$ cat src/rtl/mdarray_pkg.sv
// Shared constants and state encoding for the mdarray scanner and its read-return FIFO.
package mdarray_pkg;

    localparam int W      = 2;
    localparam int IDX_W  = W + 1;
    localparam int ELEMS  = (W + 1) ** 3;
    localparam int DATA_W = 8;

    typedef enum logic [1:0] {
        IDLE,
        FILL,
        DUMP,
        DRAIN
    } scan_state_t;

endpackage

$ cat src/rtl/mdarray_scanner_if.sv
// Stream and array-port bundle between the scanner (master side) and its environment (slave side).
interface mdarray_scanner_if
    import mdarray_pkg::*;
#(
    parameter int W = mdarray_pkg::W
) ();

    logic [DATA_W-1:0] s_data;
    logic              s_valid;
    logic              s_ready;
    logic [W:0]        col;
    logic [W:0]        row;
    logic [W:0]        slc;
    logic              wr;
    logic [DATA_W-1:0] mem_data;
    logic [DATA_W-1:0] mem_q;
    logic [DATA_W-1:0] m_data;
    logic              m_valid;
    logic              m_ready;

    modport master (
        input  s_data, s_valid, mem_q, m_ready,
        output s_ready, col, row, slc, wr, mem_data, m_data, m_valid
    );

    modport slave (
        output s_data, s_valid, mem_q, m_ready,
        input  s_ready, col, row, slc, wr, mem_data, m_data, m_valid
    );

endinterface

$ cat src/rtl/mdarray_rdfifo.sv
// Small synchronous FIFO that catches array read returns; occupancy is exported for credit control.
module mdarray_rdfifo
    import mdarray_pkg::*;
#(
    parameter int DEPTH  = 4,
    parameter int DATA_W = mdarray_pkg::DATA_W
) (
    input  logic                       clock,
    input  logic                       reset,
    input  logic                       push,
    input  logic [DATA_W-1:0]          push_data,
    input  logic                       pop,
    output logic [DATA_W-1:0]          pop_data,
    output logic                       empty,
    output logic [$clog2(DEPTH+1)-1:0] count
);

    localparam int PTR_W = (DEPTH > 1) ? $clog2(DEPTH) : 1;

    logic [DATA_W-1:0] store [DEPTH];
    logic [PTR_W-1:0]  wr_ptr;
    logic [PTR_W-1:0]  rd_ptr;

    function automatic logic [PTR_W-1:0] ptr_next(input logic [PTR_W-1:0] p);
        return (p == PTR_W'(DEPTH - 1)) ? '0 : p + 1'b1;
    endfunction

    always_ff @(posedge clock or posedge reset) begin
        if (reset) begin
            wr_ptr <= '0;
            rd_ptr <= '0;
            count  <= '0;
        end else begin
            if (push) wr_ptr <= ptr_next(wr_ptr);
            if (pop)  rd_ptr <= ptr_next(rd_ptr);
            if (push && !pop)
                count <= count + 1'b1;
            else if (pop && !push)
                count <= count - 1'b1;
        end
    end

    // Storage needs no reset: nothing is visible until count says so.
    always_ff @(posedge clock) begin
        if (push) store[wr_ptr] <= push_data;
    end

    assign pop_data = store[rd_ptr];
    assign empty    = (count == '0);

endmodule

$ cat src/rtl/mdarray_scanner.sv
// Raster sweep over the (W+1)^3 array: fills it from an input stream or dumps it to an output
// stream, hiding the array's fixed read latency behind a credit-limited return FIFO.
module mdarray_scanner
    import mdarray_pkg::*;
#(
    parameter int W          = mdarray_pkg::W,
    parameter int RD_LAT     = 2,
    parameter int FIFO_DEPTH = 4
) (
    input  logic              clock,
    input  logic              reset,
    input  logic              start,
    input  logic              mode,
    output logic              busy,
    output logic              done,
    mdarray_scanner_if.master bus
);

    localparam int         CNT_W   = $clog2(FIFO_DEPTH + 1);
    localparam logic [W:0] IDX_MAX = (W + 1)'(W);

    scan_state_t       state;
    scan_state_t       state_nxt;
    logic [W:0]        col_q;
    logic [W:0]        row_q;
    logic [W:0]        slc_q;
    logic [RD_LAT-1:0] vld_sr;
    logic [CNT_W-1:0]  inflight;
    logic [CNT_W-1:0]  fifo_count;
    logic [DATA_W-1:0] fifo_head;
    logic              fifo_empty;
    logic              credit_ok;
    logic              at_last;
    logic              start_sweep;
    logic              accept;
    logic              issue;
    logic              push;
    logic              pop;
    logic              done_set;

    always_comb begin
        inflight = '0;
        for (int i = 0; i < RD_LAT; i++) inflight = inflight + CNT_W'(vld_sr[i]);
    end

    // A read may only go out if a FIFO slot is guaranteed for its return.
    assign credit_ok = (int'(inflight) + int'(fifo_count)) < FIFO_DEPTH;
    assign at_last   = (col_q == IDX_MAX) && (row_q == IDX_MAX) && (slc_q == IDX_MAX);
    assign push      = vld_sr[RD_LAT-1];
    assign pop       = !fifo_empty && bus.m_ready;

    always_comb begin
        state_nxt    = state;
        start_sweep  = 1'b0;
        accept       = 1'b0;
        issue        = 1'b0;
        done_set     = 1'b0;
        bus.s_ready  = 1'b0;
        bus.wr       = 1'b0;
        bus.mem_data = '0;
        case (state)
            IDLE: begin
                if (start && !done) begin
                    start_sweep = 1'b1;
                    state_nxt   = mode ? DUMP : FILL;
                end
            end
            FILL: begin
                bus.s_ready  = 1'b1;
                bus.wr       = bus.s_valid;
                bus.mem_data = bus.s_data;
                accept       = bus.s_valid;
                if (accept && at_last) begin
                    state_nxt = IDLE;
                    done_set  = 1'b1;
                end
            end
            DUMP: begin
                issue = credit_ok;
                if (issue && at_last) state_nxt = DRAIN;
            end
            DRAIN: begin
                if (inflight == '0 && (fifo_empty || (fifo_count == CNT_W'(1) && pop))) begin
                    state_nxt = IDLE;
                    done_set  = 1'b1;
                end
            end
            default: state_nxt = IDLE;
        endcase
    end

    always_ff @(posedge clock or posedge reset) begin
        if (reset) begin
            state <= IDLE;
            done  <= 1'b0;
        end else begin
            state <= state_nxt;
            done  <= done_set;
        end
    end

    // Raster counter: col fastest, wrapping past the last element back to the origin.
    always_ff @(posedge clock or posedge reset) begin
        if (reset) begin
            col_q <= '0;
            row_q <= '0;
            slc_q <= '0;
        end else if (start_sweep) begin
            col_q <= '0;
            row_q <= '0;
            slc_q <= '0;
        end else if (accept || issue) begin
            if (col_q == IDX_MAX) begin
                col_q <= '0;
                if (row_q == IDX_MAX) begin
                    row_q <= '0;
                    slc_q <= (slc_q == IDX_MAX) ? '0 : slc_q + 1'b1;
                end else begin
                    row_q <= row_q + 1'b1;
                end
            end else begin
                col_q <= col_q + 1'b1;
            end
        end
    end

    always_ff @(posedge clock or posedge reset) begin
        if (reset) begin
            vld_sr <= '0;
        end else begin
            vld_sr[0] <= issue;
            for (int i = 1; i < RD_LAT; i++) vld_sr[i] <= vld_sr[i-1];
        end
    end

    mdarray_rdfifo #(
        .DEPTH  (FIFO_DEPTH),
        .DATA_W (DATA_W)
    ) u_rdfifo (
        .clock     (clock),
        .reset     (reset),
        .push      (push),
        .push_data (bus.mem_q),
        .pop       (pop),
        .pop_data  (fifo_head),
        .empty     (fifo_empty),
        .count     (fifo_count)
    );

    assign busy        = (state != IDLE) || done;
    assign bus.col     = col_q;
    assign bus.row     = row_q;
    assign bus.slc     = slc_q;
    assign bus.m_valid = !fifo_empty;
    assign bus.m_data  = fifo_empty ? '0 : fifo_head;

endmodule
$ cat src/flat_wrapper.sv
// flat-port wrapper written by rule: the top's interface ports become plain ports
module mdarray_scanner_flat import mdarray_pkg::*;
#(
    parameter int W          = mdarray_pkg::W,
    parameter int RD_LAT     = 2,
    parameter int FIFO_DEPTH = 4
)
  (clock, reset, start, mode, busy, done, bus_s_data, bus_s_valid, bus_mem_q, bus_m_ready, bus_s_ready, bus_col, bus_row, bus_slc, bus_wr, bus_mem_data, bus_m_data, bus_m_valid);
  mdarray_scanner_if #(.W(W)) bus_i ();
  input  logic clock;
  input  logic reset;
  input  logic start;
  input  logic mode;
  output logic busy;
  output logic done;
  input wire logic [$bits(bus_i.s_data)-1:0] bus_s_data;
  input wire logic [$bits(bus_i.s_valid)-1:0] bus_s_valid;
  input wire logic [$bits(bus_i.mem_q)-1:0] bus_mem_q;
  input wire logic [$bits(bus_i.m_ready)-1:0] bus_m_ready;
  output wire logic [$bits(bus_i.s_ready)-1:0] bus_s_ready;
  output wire logic [$bits(bus_i.col)-1:0] bus_col;
  output wire logic [$bits(bus_i.row)-1:0] bus_row;
  output wire logic [$bits(bus_i.slc)-1:0] bus_slc;
  output wire logic [$bits(bus_i.wr)-1:0] bus_wr;
  output wire logic [$bits(bus_i.mem_data)-1:0] bus_mem_data;
  output wire logic [$bits(bus_i.m_data)-1:0] bus_m_data;
  output wire logic [$bits(bus_i.m_valid)-1:0] bus_m_valid;
  assign bus_i.s_data = bus_s_data;
  assign bus_i.s_valid = bus_s_valid;
  assign bus_i.mem_q = bus_mem_q;
  assign bus_i.m_ready = bus_m_ready;
  assign bus_s_ready = bus_i.s_ready;
  assign bus_col = bus_i.col;
  assign bus_row = bus_i.row;
  assign bus_slc = bus_i.slc;
  assign bus_wr = bus_i.wr;
  assign bus_mem_data = bus_i.mem_data;
  assign bus_m_data = bus_i.m_data;
  assign bus_m_valid = bus_i.m_valid;
  mdarray_scanner #(.W(W), .RD_LAT(RD_LAT), .FIFO_DEPTH(FIFO_DEPTH)) u_core (.clock(clock), .reset(reset), .start(start), .mode(mode), .busy(busy), .done(done), .bus(bus_i));
endmodule
$ cat config.mk
export PLATFORM = sky130hd
export DESIGN_NAME = mdarray_scanner_flat
export DESIGN_NICKNAME = d
export VERILOG_FILES = /design/src/rtl/mdarray_pkg.sv /design/src/rtl/mdarray_scanner_if.sv /design/src/rtl/mdarray_rdfifo.sv /design/src/rtl/mdarray_scanner.sv /design/src/flat_wrapper.sv
export SDC_FILE = /design/constraint.sdc
export NUM_CORES = 1
export LEC_CHECK = 0
export BUFFER_PORTS_ARGS = -buffer_cell sky130_fd_sc_hd__clkbuf_2
export CORE_ASPECT_RATIO = 0.7
export CORE_MARGIN = 8
export CORE_UTILIZATION = 40
export DETAILED_ROUTE_END_ITERATION = 8
export GPL_ROUTABILITY_DRIVEN = 0
export PLACE_DENSITY_LB_ADDON = 0.2
export SLEW_MARGIN = 30
export SYNTH_ARGS = -nofsm -noshare
export SYNTH_HDL_FRONTEND = slang
export SYNTH_HIERARCHICAL = 1
export SYNTH_SLANG_ARGS = --single-unit
$ cat constraint.sdc
create_clock -name clock -period 2.5 [get_ports clock]
set_input_delay 0.5 -clock clock [delete_from_list [all_inputs] [get_ports clock]]
set_output_delay 0.5 -clock clock [all_outputs]
set_load 0.05 [all_outputs]
==> metrics.md, run 1 <==
| Metric | Value |
|---|---|
| H-tree depth | 2 |
| Arr. time, crit path | 1.84 ns |
| Seq/Total Area, Yosys | between 50 and 60% |
| Peak VDD IR | roughly 0.00054 V |
| Clock Sinks | between 50 and 60 |
| Dpl cell area | between 2000 and 3000 um^2 |
| Layout Skew | a little over 0.01 ns |
| Dpl hpwl | 3816 um |
| Synth top area cells | edfxtp_1 (38%), dfrtp_1 (21%), mux4_2 (7.2%), ha_1 (4.5%), and2_1 (3.5%) |
| CP Capture Type | output port |
| Post-CTS resize count | 0 |
| Dominant combinational cell family by area after synthesis | simple AND/OR/NAND/NOR gates |
| Total CTS buffers | 5 |
| Req. time, crit path | around 2.0 ns |
| Detailed-route via count | about 1.6k |
| Post-cts hold buffer count | 0 |
| N_diodes | 0 |
| Post-synth EDFFs | 32 |
| Area growth syn-to-layout | 18.77% |
| Cell depth of the worst flop-to-flop path | 6 |
| Total gr overflow | 0 |
| CTS tree | done |
| Largest net degree at the start of global routing | 18 |
| Max Slew Vio Count | 0 |
| Setup CP Type | register to output port |
| Worst setup margin | ~0.16 ns |
| Die Height | around 82 um |
| DR pass1 iterations | 4 |
| Ys async rst share | roughly two fifths |
| Highest net fanout along the worst path | 6 |
| Clk buf depth | 2 |
| Synth top area share | about 38% |
| Final Cell Area | just under 3000 um^2 |
| # setup viols final | 0 |
| Cell taking the most area after synthesis | edfxtp_1 |
| Synthesized area | 2500 um^2 |
| Starting density of the core | approximately two fifths |
| Finished Core Util | between 40% and 50% |
| Fmax | 0.4271 GHz |
| Synth Area in Simple Gates | between 10% and 20% |
| Compound-Gate Fraction of Synth Area | roughly 6.3% |
| Adder-cell share of the synthesized area | 5.305% |
| CTS root buf | clkbuf_8 |
| WL per Instance | 15.95 um |
| Status | completed |
| Top_reg_cell synth | edfxtp_1 |
| Io pins | between 50 and 60 |
| Relative slew slack | 54.84% |
| Fin crit share | a little over nine tenths |
| Layout cells sized above 1 | 33.61% |
| Hold WC Path Type | input pin to asynchronous set/reset pin |
| Met2 GRT Util | ~18% |
| TNS Setup | 0 ns |
| Synth warn | 6 |
| Row count | 24 |
| Worst slew pin tran | slightly below 0.7 ns |
| Post-CTS setup buffers | 0 |
| Post-route ant nets | 0 |
| First-pass GRT wire length | between 8000 and 9000 um |
| Post-Synth XOR/XNOR Area | under 10% |
| Initial DRC count | 35 |
| Die width | 110.5 um |
| Met1 usage | around 16% |
| Total Wirelength | ~5000 um |
| Tmin final | roughly 2.3 ns |
| Initial antenna violation count | 0 |
| Hold WS | about 0.13 ns |
| Clk slew on worst S/H paths | 0.09 ns |
| Flops & latches, synth | 53 |
| PwrDens | roughly 1300 nW/um^2 |
| Final hold vios | 0 |
| Mean Syn Cell Area | around 14 um^2 |
| # DRC | 0 |
| Mux contribution to synthesized area | roughly a tenth |
| Busiest grt layer | met2 |
| Final #Nets | 269 |
| Pleak | 1.283 nW |
| Total GRT Usage | about 11% |
| Max-Cap Viols | 0 |
| Clock latency on the worst-skew pair | ~0.30 ns |
| Core area | about 6000 um^2 |
| Startpoint types | register |
| Number of global-route vias before repair | approximately 1.6k |
| Port Buffer Count | between 50 and 60 |
| Via density | approximately 5.0 |
| Setup WS pre-CTS | ~0.43 ns |
| Post-synth cell types | 44 |
| Die area | 9076 um^2 |
| Mapped Nets | between 200 and 250 |
| M3 GR Usage | under 10% |
| RSZ-0062 raised after global routing | no |
| Reg2Reg Setup Slack | roughly 0.4 ns |
| Post-Syn Instances | approximately 180 |
where the power goes:
group          internal (mW)  switching (mW)
registers               1.19           0.277
logic                  0.620            1.12
clock network          0.299           0.275
total                   2.11            1.67
Yosys cell counts, types with 3 or more instances:
master	instances
a21oi_1	3
and2_1	14
dfrtp_1	21
edfxtp_1	32
ha_1	9
inv_1	15
mux2i_1	3
mux4_2	8
nand2_1	8
nand3_1	7
nor2b_1	10
o21ai_0	9
layer usage:
metal | wire length (um) | part of all wire (%)
met5 | 0 | 0
met4 | 35 | 0.69
met3 | 159 | 3.2
met2 | 2346 | 47
met1 | 2499 | 50
worst paths after layout:
| check | from | endpoint |
|---|---|---|
| hold / removal | reset | u_core/u_rdfifo/wr_ptr[1]$_DFFE_PP0P_ |
| min in group clock | bus_mem_q[3] | u_core/u_rdfifo/store[0][3]$_DFFE_PP_ |
| setup reg to reg | u_core/vld_sr[1]$_DFF_PP0_ | u_core/bus.slc[0]$_DFFE_PP0P_ |
| max in group asynchronous | reset | u_core/done$_DFF_PP0_ |
| hold reg to reg | u_core/vld_sr[0]$_DFF_PP0_ | u_core/vld_sr[1]$_DFF_PP0_ |
| setup / recovery | u_core/u_rdfifo/rd_ptr[0]$_DFFE_PP0P_ | bus_m_data[2] |
registers in the layout (all words and copies together), names as in the netlist:
| register | flops |
|---|---|
| u_core/bus.slc | 3 |
| u_core/vld_sr | 2 |
| u_core/u_rdfifo/count | 3 |
| u_core/bus.row | 3 |
| u_core/bus.col | 3 |
| u_core/done | 1 |
| u_core/state | 2 |
| u_core/u_rdfifo/rd_ptr | 2 |
| u_core/u_rdfifo/wr_ptr | 2 |
| u_core/u_rdfifo/store | 32 |
cell families (layout without fill, tap and decap cells):
group / count (synthesis) / after routing
compound gates: 24 / 24
buf+inv: 19 / 76
xor+xnor: 3 / 3
fa+ha+maj: 10 / 10
mux: 13 / 13
flops: 53 / 53
simple gates: 59 / 59
cell usage in the layout (no fill, tap or decap), types with 5 or more instances in the layout:
cell / instances
and2_1: 14
clkbuf_2: 51
clkbuf_8: 5
dfrtp_1: 21
edfxtp_1: 32
ha_1: 9
inv_1: 15
mux4_2: 8
nand2_1: 8
nand3_1: 7
nor2b_1: 10
o21ai_0: 9
cell type report:
class | count | area [um^2]
flip-flops and latches | 53 | 1486
multi-input cells | 109 | 933.4
clock inverters | 3 | 43.79
well taps | 78 | 97.59
fillers | 578 | 3157
inverters | 15 | 56.30
clock buffers | 5 | 68.82
repair buffers | 53 | 282.8
critical path: stages (launching register included):
cell and delay [ns]:
dfrtp_1 0.52, buf_12 0.17, mux4_2 0.48, nor2b_1 0.14
clkbuf_2 0.23
metrics by stage:
stage	cells	total power [mW]
after global routing	316	4.042
final	316	3.778
after global placement	308	3.199
after detailed placement	308	3.242
after floorplan	181	2.788
after CTS	316	3.831
(Power assumes the default switching activity.)
==> run 2, diff against run 1 <==
Settings changed: SYNTH_HIERARCHICAL 1 to not set.
==> run 2 against run 1 <==
Critical path depth did not move. Combinational power barely moved. Critical path type unchanged. Clock-buffer cell count did not move. Core utilization rose by 0.33 points. Maximum frequency rose by 2.3%. Flip-flop and latch count did not move. First-iteration DRC count rose by 60%. Sequential share of layout area fell by 0.58 points. Routed wire length rose by 0.40%. Clock skew fell by 0.0010 ns.
==> metrics.md, run 2 <==
| Metric | Value |
|---|---|
| Status | completed |
| Starting density of the core | 41.06% (+0.25 points) |
| Startpoint types | register |
| Detailed-route via count | 1644 (+4.6%) |
| Post-route ant nets | 0 (unchanged) |
| Area occupied by multi-input gates | 975.9 um^2 (+4.6%) |
| Layout Skew | 0.009209 ns (-0.0009974 ns) |
| First-pass GRT wire length | 8114 um (-4.0%) |
| Fmax | 0.4369 GHz (+2.3%) |
| Total GRT Usage | 11.23% (-0.20 points) |
| Row count | 24 (unchanged) |
| Worst slew pin tran | 0.8210 ns (+0.1436 ns) |
| Final Cell Area | 3004 um^2 (+1.2%) |
| RSZ-0062 raised after global routing | no |
| N_diodes | 0 (unchanged) |
| Total CTS buffers | 5 (unchanged) |
| Final hold vios | 0 (unchanged) |
| Hold WC Path Type | input pin to asynchronous set/reset pin |
| Post-CTS resize count | 0 (unchanged) |
| Compound-Gate Fraction of Synth Area | 6.287% (+0.031 points) |
| Synth top area cells | edfxtp_1 (38%), dfrtp_1 (21%), mux4_2 (7.1%), ha_1 (6.4%), and2_1 (5.0%) |
| Clk slew on worst S/H paths | 0.10 ns (about the same) |
| Max Slew Vio Count | 0 (unchanged) |
| WL per Instance | 15.57 um (-2.4%) |
| Clk buf depth | 2 (unchanged) |
| Dpl hpwl | 3721 um (-2.5%) |
| CP Capture Type | output port |
| Post-synth cell types | 45 (+2.3%) |
| Post-Synth XOR/XNOR Area | 1.040% (-0.011 points) |
| CTS tree | done |
| Max-Cap Viols | 0 (unchanged) |
| FF/Latch Area | 1486 um^2 (unchanged) |
| Clock Sinks | 53 (unchanged) |
| PwrDens | 1188 nW/um^2 (-6.7%) |
| Ys async rst share | 39.62% (unchanged) |
| Post-Syn Instances | 189 (+4.4%) |
| DR top layer | met4 |
| DR pass1 iterations | 4 (unchanged) |
| Total Wirelength | 5060 um (+0.40%) |
| Top_reg_cell synth | edfxtp_1 |
| Commonest cells post-synth | edfxtp_1 (32), dfrtp_1 (21), and2_1 (20), ha_1 (13), nand2_1 (11) |
| Clock latency on the worst-skew pair | 0.30 ns (about the same) |
| H-tree depth | 2 (unchanged) |
| Port Buffer Count | 51 (unchanged) |
| Post-CTS setup buffers | 0 (unchanged) |
| Die area | 9158 um^2 (+0.91%) |
| Layout cells sized above 1 | 32.39% (-1.2 points) |
| Routed wl met3 | 255 um (+60%) |
| # DRC | 0 (unchanged) |
| Fin crit share | 91.56% (-2.1 points) |
| Mapped Nets | 224 (+5.2%) |
| Req. time, crit path | 2.00 ns (about the same) |
| Power, Total | 3.568 mW (-5.6%) |
| Synth Area in Simple Gates | 15.99% (+0.57 points) |
| TNS Setup | 0 ns (unchanged) |
| Adder-cell share of the synthesized area | 6.436% (+1.1 points) |
| Flops & latches, synth | 53 (unchanged) |
| Most common cell in the synthesized netlist | edfxtp_1 |
| Final #Nets | 281 (+4.5%) |
| Dpl cell area | 2892 um^2 (+1.2%) |
| Post-synth EDFFs | 32 (unchanged) |
| # setup viols final | 0 (unchanged) |
| Reg with most FFs | u_core.u_rdfifo.store |
| M1 WL | 2654 um (+6.2%) |
| Relative slew slack | 44.50% (-10 points) |
| Synth warn | 0 (-6) |
| Routed wl met2 | 2124 um (-9.5%) |
| Max reg flops | 32 (unchanged) |
| Initial antenna violation count | 0 (unchanged) |
| Number of global-route vias before repair | 1641 (+3.5%) |
| Area growth syn-to-layout | 18.86% (about the same) |
| Seq/Total Area, Yosys | 58.81% (-0.65 points) |
| Cell taking the most area after synthesis | edfxtp_1 |
| Post-cts hold buffer count | 0 (unchanged) |
| Core area | 6156 um^2 (+0.49%) |
| Tmin final | 2.289 ns (-0.05231 ns) |
| Commonest non-fill, non-tap cells in the layout | clkbuf_2 (51), edfxtp_1 (32), dfrtp_1 (21), and2_1 (20), ha_1 (13) |
| Synth top area share | 38.02% (-0.42 points) |
| Arr. time, crit path | 1.79 ns (-0.05 ns) |
| Initial DRC count | 56 (+60%) |
| Die width | 111.0 um (+0.47%) |
| Mean Syn Cell Area | 13.37 um^2 (-3.2%) |
| Fill cells | 559 (-3.3%) |
| Total gr overflow | 0 (unchanged) |
| CTS root buf | clkbuf_8 |
| Setup CP Type | register to output port |
| Synthesized area | 2527 um^2 (+1.1%) |
| Via density | 5.058 (+1.7%) |
| Peak VDD IR | 0.0004988 V (-6.9%) |
| Highest net fanout along the worst path | 11 (+5) |
| Io pins | 52 (unchanged) |
| Pleak | 1.258 nW (-2.0%) |
| Largest net degree at the start of global routing | 22 (+4) |
| Hold WS | 0.1980 ns (+0.07233 ns) |
| Mux contribution to synthesized area | 8.762% (-0.55 points) |
| Dominant combinational cell family by area after synthesis | simple AND/OR/NAND/NOR gates |
| Die Height | 82.51 um (+0.44%) |
| Most common library cell in the layout ignoring fill and taps | clkbuf_2 |
## run 2: per-stage QoR
step	setup slack (ns)	instances	utilization [%]
after floorplan	0.1808	189	-
after global placement	0.3102	317	46.97
after detailed placement	0.2558	317	46.97
after CTS	0.1013	325	48.76
after global routing	0.1130	325	48.80
final	0.2110	325	48.80
## run 2: path summary, 6_finish.rpt
path	from	end	slack (ns)	cells past startpoint
max	u_core.u_rdfifo.rd_ptr[0]$_DFFE_PP0P_	bus_m_data[5]	0.21	4
min	reset	u_core.bus.row[1]$_DFFE_PP0P_	0.20	3
max reg2reg	u_core.vld_sr[1]$_DFF_PP0_	u_core.bus.slc[2]$_DFFE_PP0P_	0.24	6
min reg2reg	u_core.vld_sr[0]$_DFF_PP0_	u_core.vld_sr[1]$_DFF_PP0_	0.41	0
max in group asynchronous	reset	u_core.vld_sr[1]$_DFF_PP0_	2.08	3
min in group clock	u_core.vld_sr[0]$_DFF_PP0_	u_core.vld_sr[1]$_DFF_PP0_	0.41	0
## run 2: cell type report
| cell class | instances | area share [%] |
|---|---|---|
| clock buffer | 5 | 2.291 |
| clock inverter | 3 | 1.374 |
| inverter | 9 | 1.125 |
| multi-input combinational | 120 | 32.49 |
| sequential | 53 | 49.48 |
| tap | 78 | 3.249 |
| timing repair buffer | 57 | 9.996 |
## run 2: logic make-up after synthesis
family,Yosys count
compound gates,24
xor+xnor,3
buf+inv,16
simple gates,68
mux,12
fa+ha+maj,13
flops,53
## run 2: critical path: stages, from the launching register on
cell	delay, ns
dfrtp_1	0.34
buf_4	0.22
mux4_2	0.51
and2_1	0.18
clkbuf_2	0.24
## run 2: layer usage
| metal | vias to the layer above | track usage [%] |
|---|---|---|
| li1 | 808 | - |
| met1 | 790 | 15.06 |
| met2 | 44 | 17.20 |
| met3 | 2 | 3.608 |
| met4 | 0 | 3.221 |
| met5 | - | 0 |
## run 2: where the power goes
group | switching [mW] | internal [mW] | total, mW
combinational | 1.22 | 0.558 | 1.77
clock | 0.279 | 0.295 | 0.574
sequential | 0.173 | 1.05 | 1.22
total | 1.67 | 1.90 | 3.57
==> run 3, diff against run 2 <==
Settings changed: CELL_PAD_IN_SITES_DETAIL_PLACEMENT set to 2, CELL_PAD_IN_SITES_GLOBAL_PLACEMENT set to 2, CORE_UTILIZATION 40 to 37.
==> run 3 against run 2 <==
Combinational power grew 3%. Clock skew down 0.0053 ns. Clock power increased by 0.7%. Sequential share of layout area is 0.23 points lower. Final area rose by 0.54%. Flip-flop and latch count unchanged. Largest power group unchanged.
==> metrics.md, run 3 (same netlist as run 2, synthesis figures left out) <==
| Metric | Value |
|---|---|
| Clk slew on worst S/H paths | 0.09 ns (about the same) |
| Clk buf depth | 2 (unchanged) |
| CP peak stage delay | 0.49 ns (-0.02 ns) |
| Peak VDD IR | 0.0006524 V (+31%) |
| Total Wirelength | 6607 um (+31%) |
| Layout Skew | 0.003880 ns (-0.005329 ns) |
| RSZ-0062 raised after global routing | no |
| Arr. time, crit path | 1.84 ns (+0.05 ns) |
| Area growth syn-to-layout | 19.51% |
| Total CTS buffers | 5 (unchanged) |
| Detailed-route via count | 1716 (+4.4%) |
| Max reg flops | 32 (unchanged) |
| Commonest non-fill, non-tap cells in the layout | clkbuf_2 (51), edfxtp_1 (32), and2_1 (20), dfrtp_1 (20), ha_1 (13) |
| Core area | 6694 um^2 (+8.7%) |
| Net Sw Frac | 47.49% (+0.74 points) |
| CP Capture Type | output port |
| Reg2reg start | u_core.vld_sr[1]$_DFF_PP0_ |
| Worst slew pin tran | 0.8893 ns (+0.06834 ns) |
| DR pass1 iterations | 4 (unchanged) |
| Int Pwr | 1.921 mW (+1.1%) |
| Number of global-route vias before repair | 1927 (+17%) |
| First-pass GRT wire length | 10430 um (+29%) |
| Post-CTS setup buffers | 0 (unchanged) |
| Cell depth of the worst flop-to-flop path | 6 (unchanged) |
| PwrDens | 1211 nW/um^2 (+2.0%) |
| Row count | 25 (+4.2%) |
| Layout cells sized above 1 | 32.24% (-0.14 points) |
| CTS tree | done |
| Fmax | 0.4275 GHz (-2.1%) |
| Max-Cap Viols | 0 (unchanged) |
| TNS Setup | 0 ns (unchanged) |
| Hold WC Path Type | input pin to asynchronous set/reset pin |
| Post-cts hold buffer count | 0 (unchanged) |
| Dpl hpwl | 4973 um (+34%) |
| Reg2Reg Setup Slack | 0.18 ns (-0.06 ns) |
| # DRC | 0 (unchanged) |
| Reg with most FFs | u_core.u_rdfifo.store |
| Critical path cell sequence | inv_1, ha_1, nand2b_2, and2_1, clkbuf_2 |
| Setup WS pre-CTS | 0.1792 ns (-0.07663 ns) |
| Die area | 9774 um^2 (+6.7%) |
| Via density | 5.062 (about the same) |
| WL per Instance | 19.49 um (+25%) |
| Clock Power Share | 15.8% (-0.3 points) |
| WP buf/inv | 2 (unchanged) |
| Total GRT Usage | 13.75% (+2.5 points) |
| Most common library cell in the layout ignoring fill and taps | clkbuf_2 |
| N_diodes | 0 (unchanged) |
| Req. time, crit path | 2.00 ns (about the same) |
| Seq pwr share | 34.5% (+0.3 points) |
| Stages on the worst setup path | 5 (+1) |
| Port Buffer Count | 51 (unchanged) |
| Starting density of the core | 37.76% (-3.3 points) |
| Total gr overflow | 0 (unchanged) |
| Final hold vios | 0 (unchanged) |
| Crit path capture | bus_m_data[4] |
| Pleak | 1.255 nW (-0.21%) |
| Clock latency on the worst-skew pair | 0.30 ns (about the same) |
| Die Height | 85.15 um (+3.2%) |
| Final #Nets | 279 (-0.71%) |
| CP max stage cell | dfrtp_1 |
| Worst setup margin | 0.1607 ns (-0.05028 ns) |
| Max Slew Vio Count | 0 (unchanged) |
| Io pins | 52 (unchanged) |
| # setup viols final | 0 (unchanged) |
| NetSw | 1.738 mW (+4.2%) |
| CTS root buf | clkbuf_8 |
| Fin crit share | 93.57% (+2.0 points) |
| Setup CP Type | register to output port |
| Largest net degree at the start of global routing | 22 (unchanged) |
| Relative slew slack | 40.65% (-3.9 points) |
| Crit Reg-Reg Endpoint | u_core.bus.slc[2]$_DFFE_PP0P_ |
| Tmin final | 2.339 ns (+0.05028 ns) |
| H-tree depth | 2 (unchanged) |
| Post-route ant nets | 0 (unchanged) |
| Initial DRC count | 34 (-39%) |
| Comb power frac | 49.7% (about the same) |
| Startpoint types | register |
| CP startpoint | u_core.u_rdfifo.count[0]$_DFFE_PP0P_ |
| Power, Total | 3.659 mW (+2.6%) |
| Initial antenna violation count | 0 (unchanged) |
| Clock Sinks | 53 (unchanged) |
| Highest net fanout along the worst path | 10 (-1) |
| Die width | 114.8 um (+3.4%) |
| Top Family by Delay on Critical Path | flip-flops |
| Status | completed |
[run 3: repair_timing]
item,in CTS,in global routing
resized for setup,1,1
endpoints found under the hold margin,0,0
endpoints found under the setup margin,2,2
[run 3: worst reg2reg max path: stages (launching register included)]
cell and delay (ns):
dfrtp_1 0.41, ha_1 0.21, ha_1 0.17, or4b_4 0.53, a2bb2oi_1 0.25, or4_1 0.52
a21oi_1 0.16
[run 3: layer usage]
layer  GRT usage (%)  share of wire, %
met5               0                 0
met3           3.402               5.8
met1           17.87                47
met2           22.46                46
met4           3.325              0.70
[run 3: area by class of cell]
| class | instances | area, um^2 |
|---|---|---|
| Clock buffer | 6 | 72.57 |
| Fill cell | 719 | 3674 |
| Timing Repair Buffer | 55 | 297.8 |
| Multi-Input combinational cell | 120 | 975.9 |
| Inverter | 9 | 33.78 |
| Tap cell | 94 | 117.6 |
| Clock inverter | 2 | 35.03 |
| Sequential cell | 53 | 1488 |
[run 3: how the worst min path moves through the flow]
| stage | from | end | depth (start not counted) |
|---|---|---|---|
| 3_5_place_dp | u_core.vld_sr[0]$_DFF_PP0_ | u_core.vld_sr[1]$_DFF_PP0_ | 0 |
| 6_report | reset | u_core.bus.col[2]$_DFFE_PP0P_ | 2 |
| 5_1_grt | reset | u_core.bus.col[2]$_DFFE_PP0P_ | 2 |
| 4_1_cts | reset | u_core.vld_sr[1]$_DFF_PP0_ | 2 |
| 3_3_place_gp | u_core.vld_sr[0]$_DFF_PP0_ | u_core.vld_sr[1]$_DFF_PP0_ | 0 |
| 2_1_floorplan | u_core.vld_sr[0]$_DFF_PP0_ | u_core.vld_sr[1]$_DFF_PP0_ | 0 |
[run 3: through the flow]
step                      area, um^2  hold WS (ns)  util (%)  cells
final                           3020        0.3502     45.12    339
after global routing            3020        0.4089     45.12    339
after CTS                       3019        0.3718     45.10    339
after detailed placement        2909        0.4283     43.46    331
after global placement          2909        0.3867     43.46    331
after floorplan                 2527        0.3775         -    189
[run 3: power by group through the flow]
stage	Clock, mW	Combinational (mW)	Sequential, mW
detailed placement	0	1.82	1.27
floorplan	0	1.20	1.40
finish	0.578	1.82	1.26
CTS	0.601	1.85	1.26
global route	0.619	1.95	1.29
global placement	0	1.78	1.27
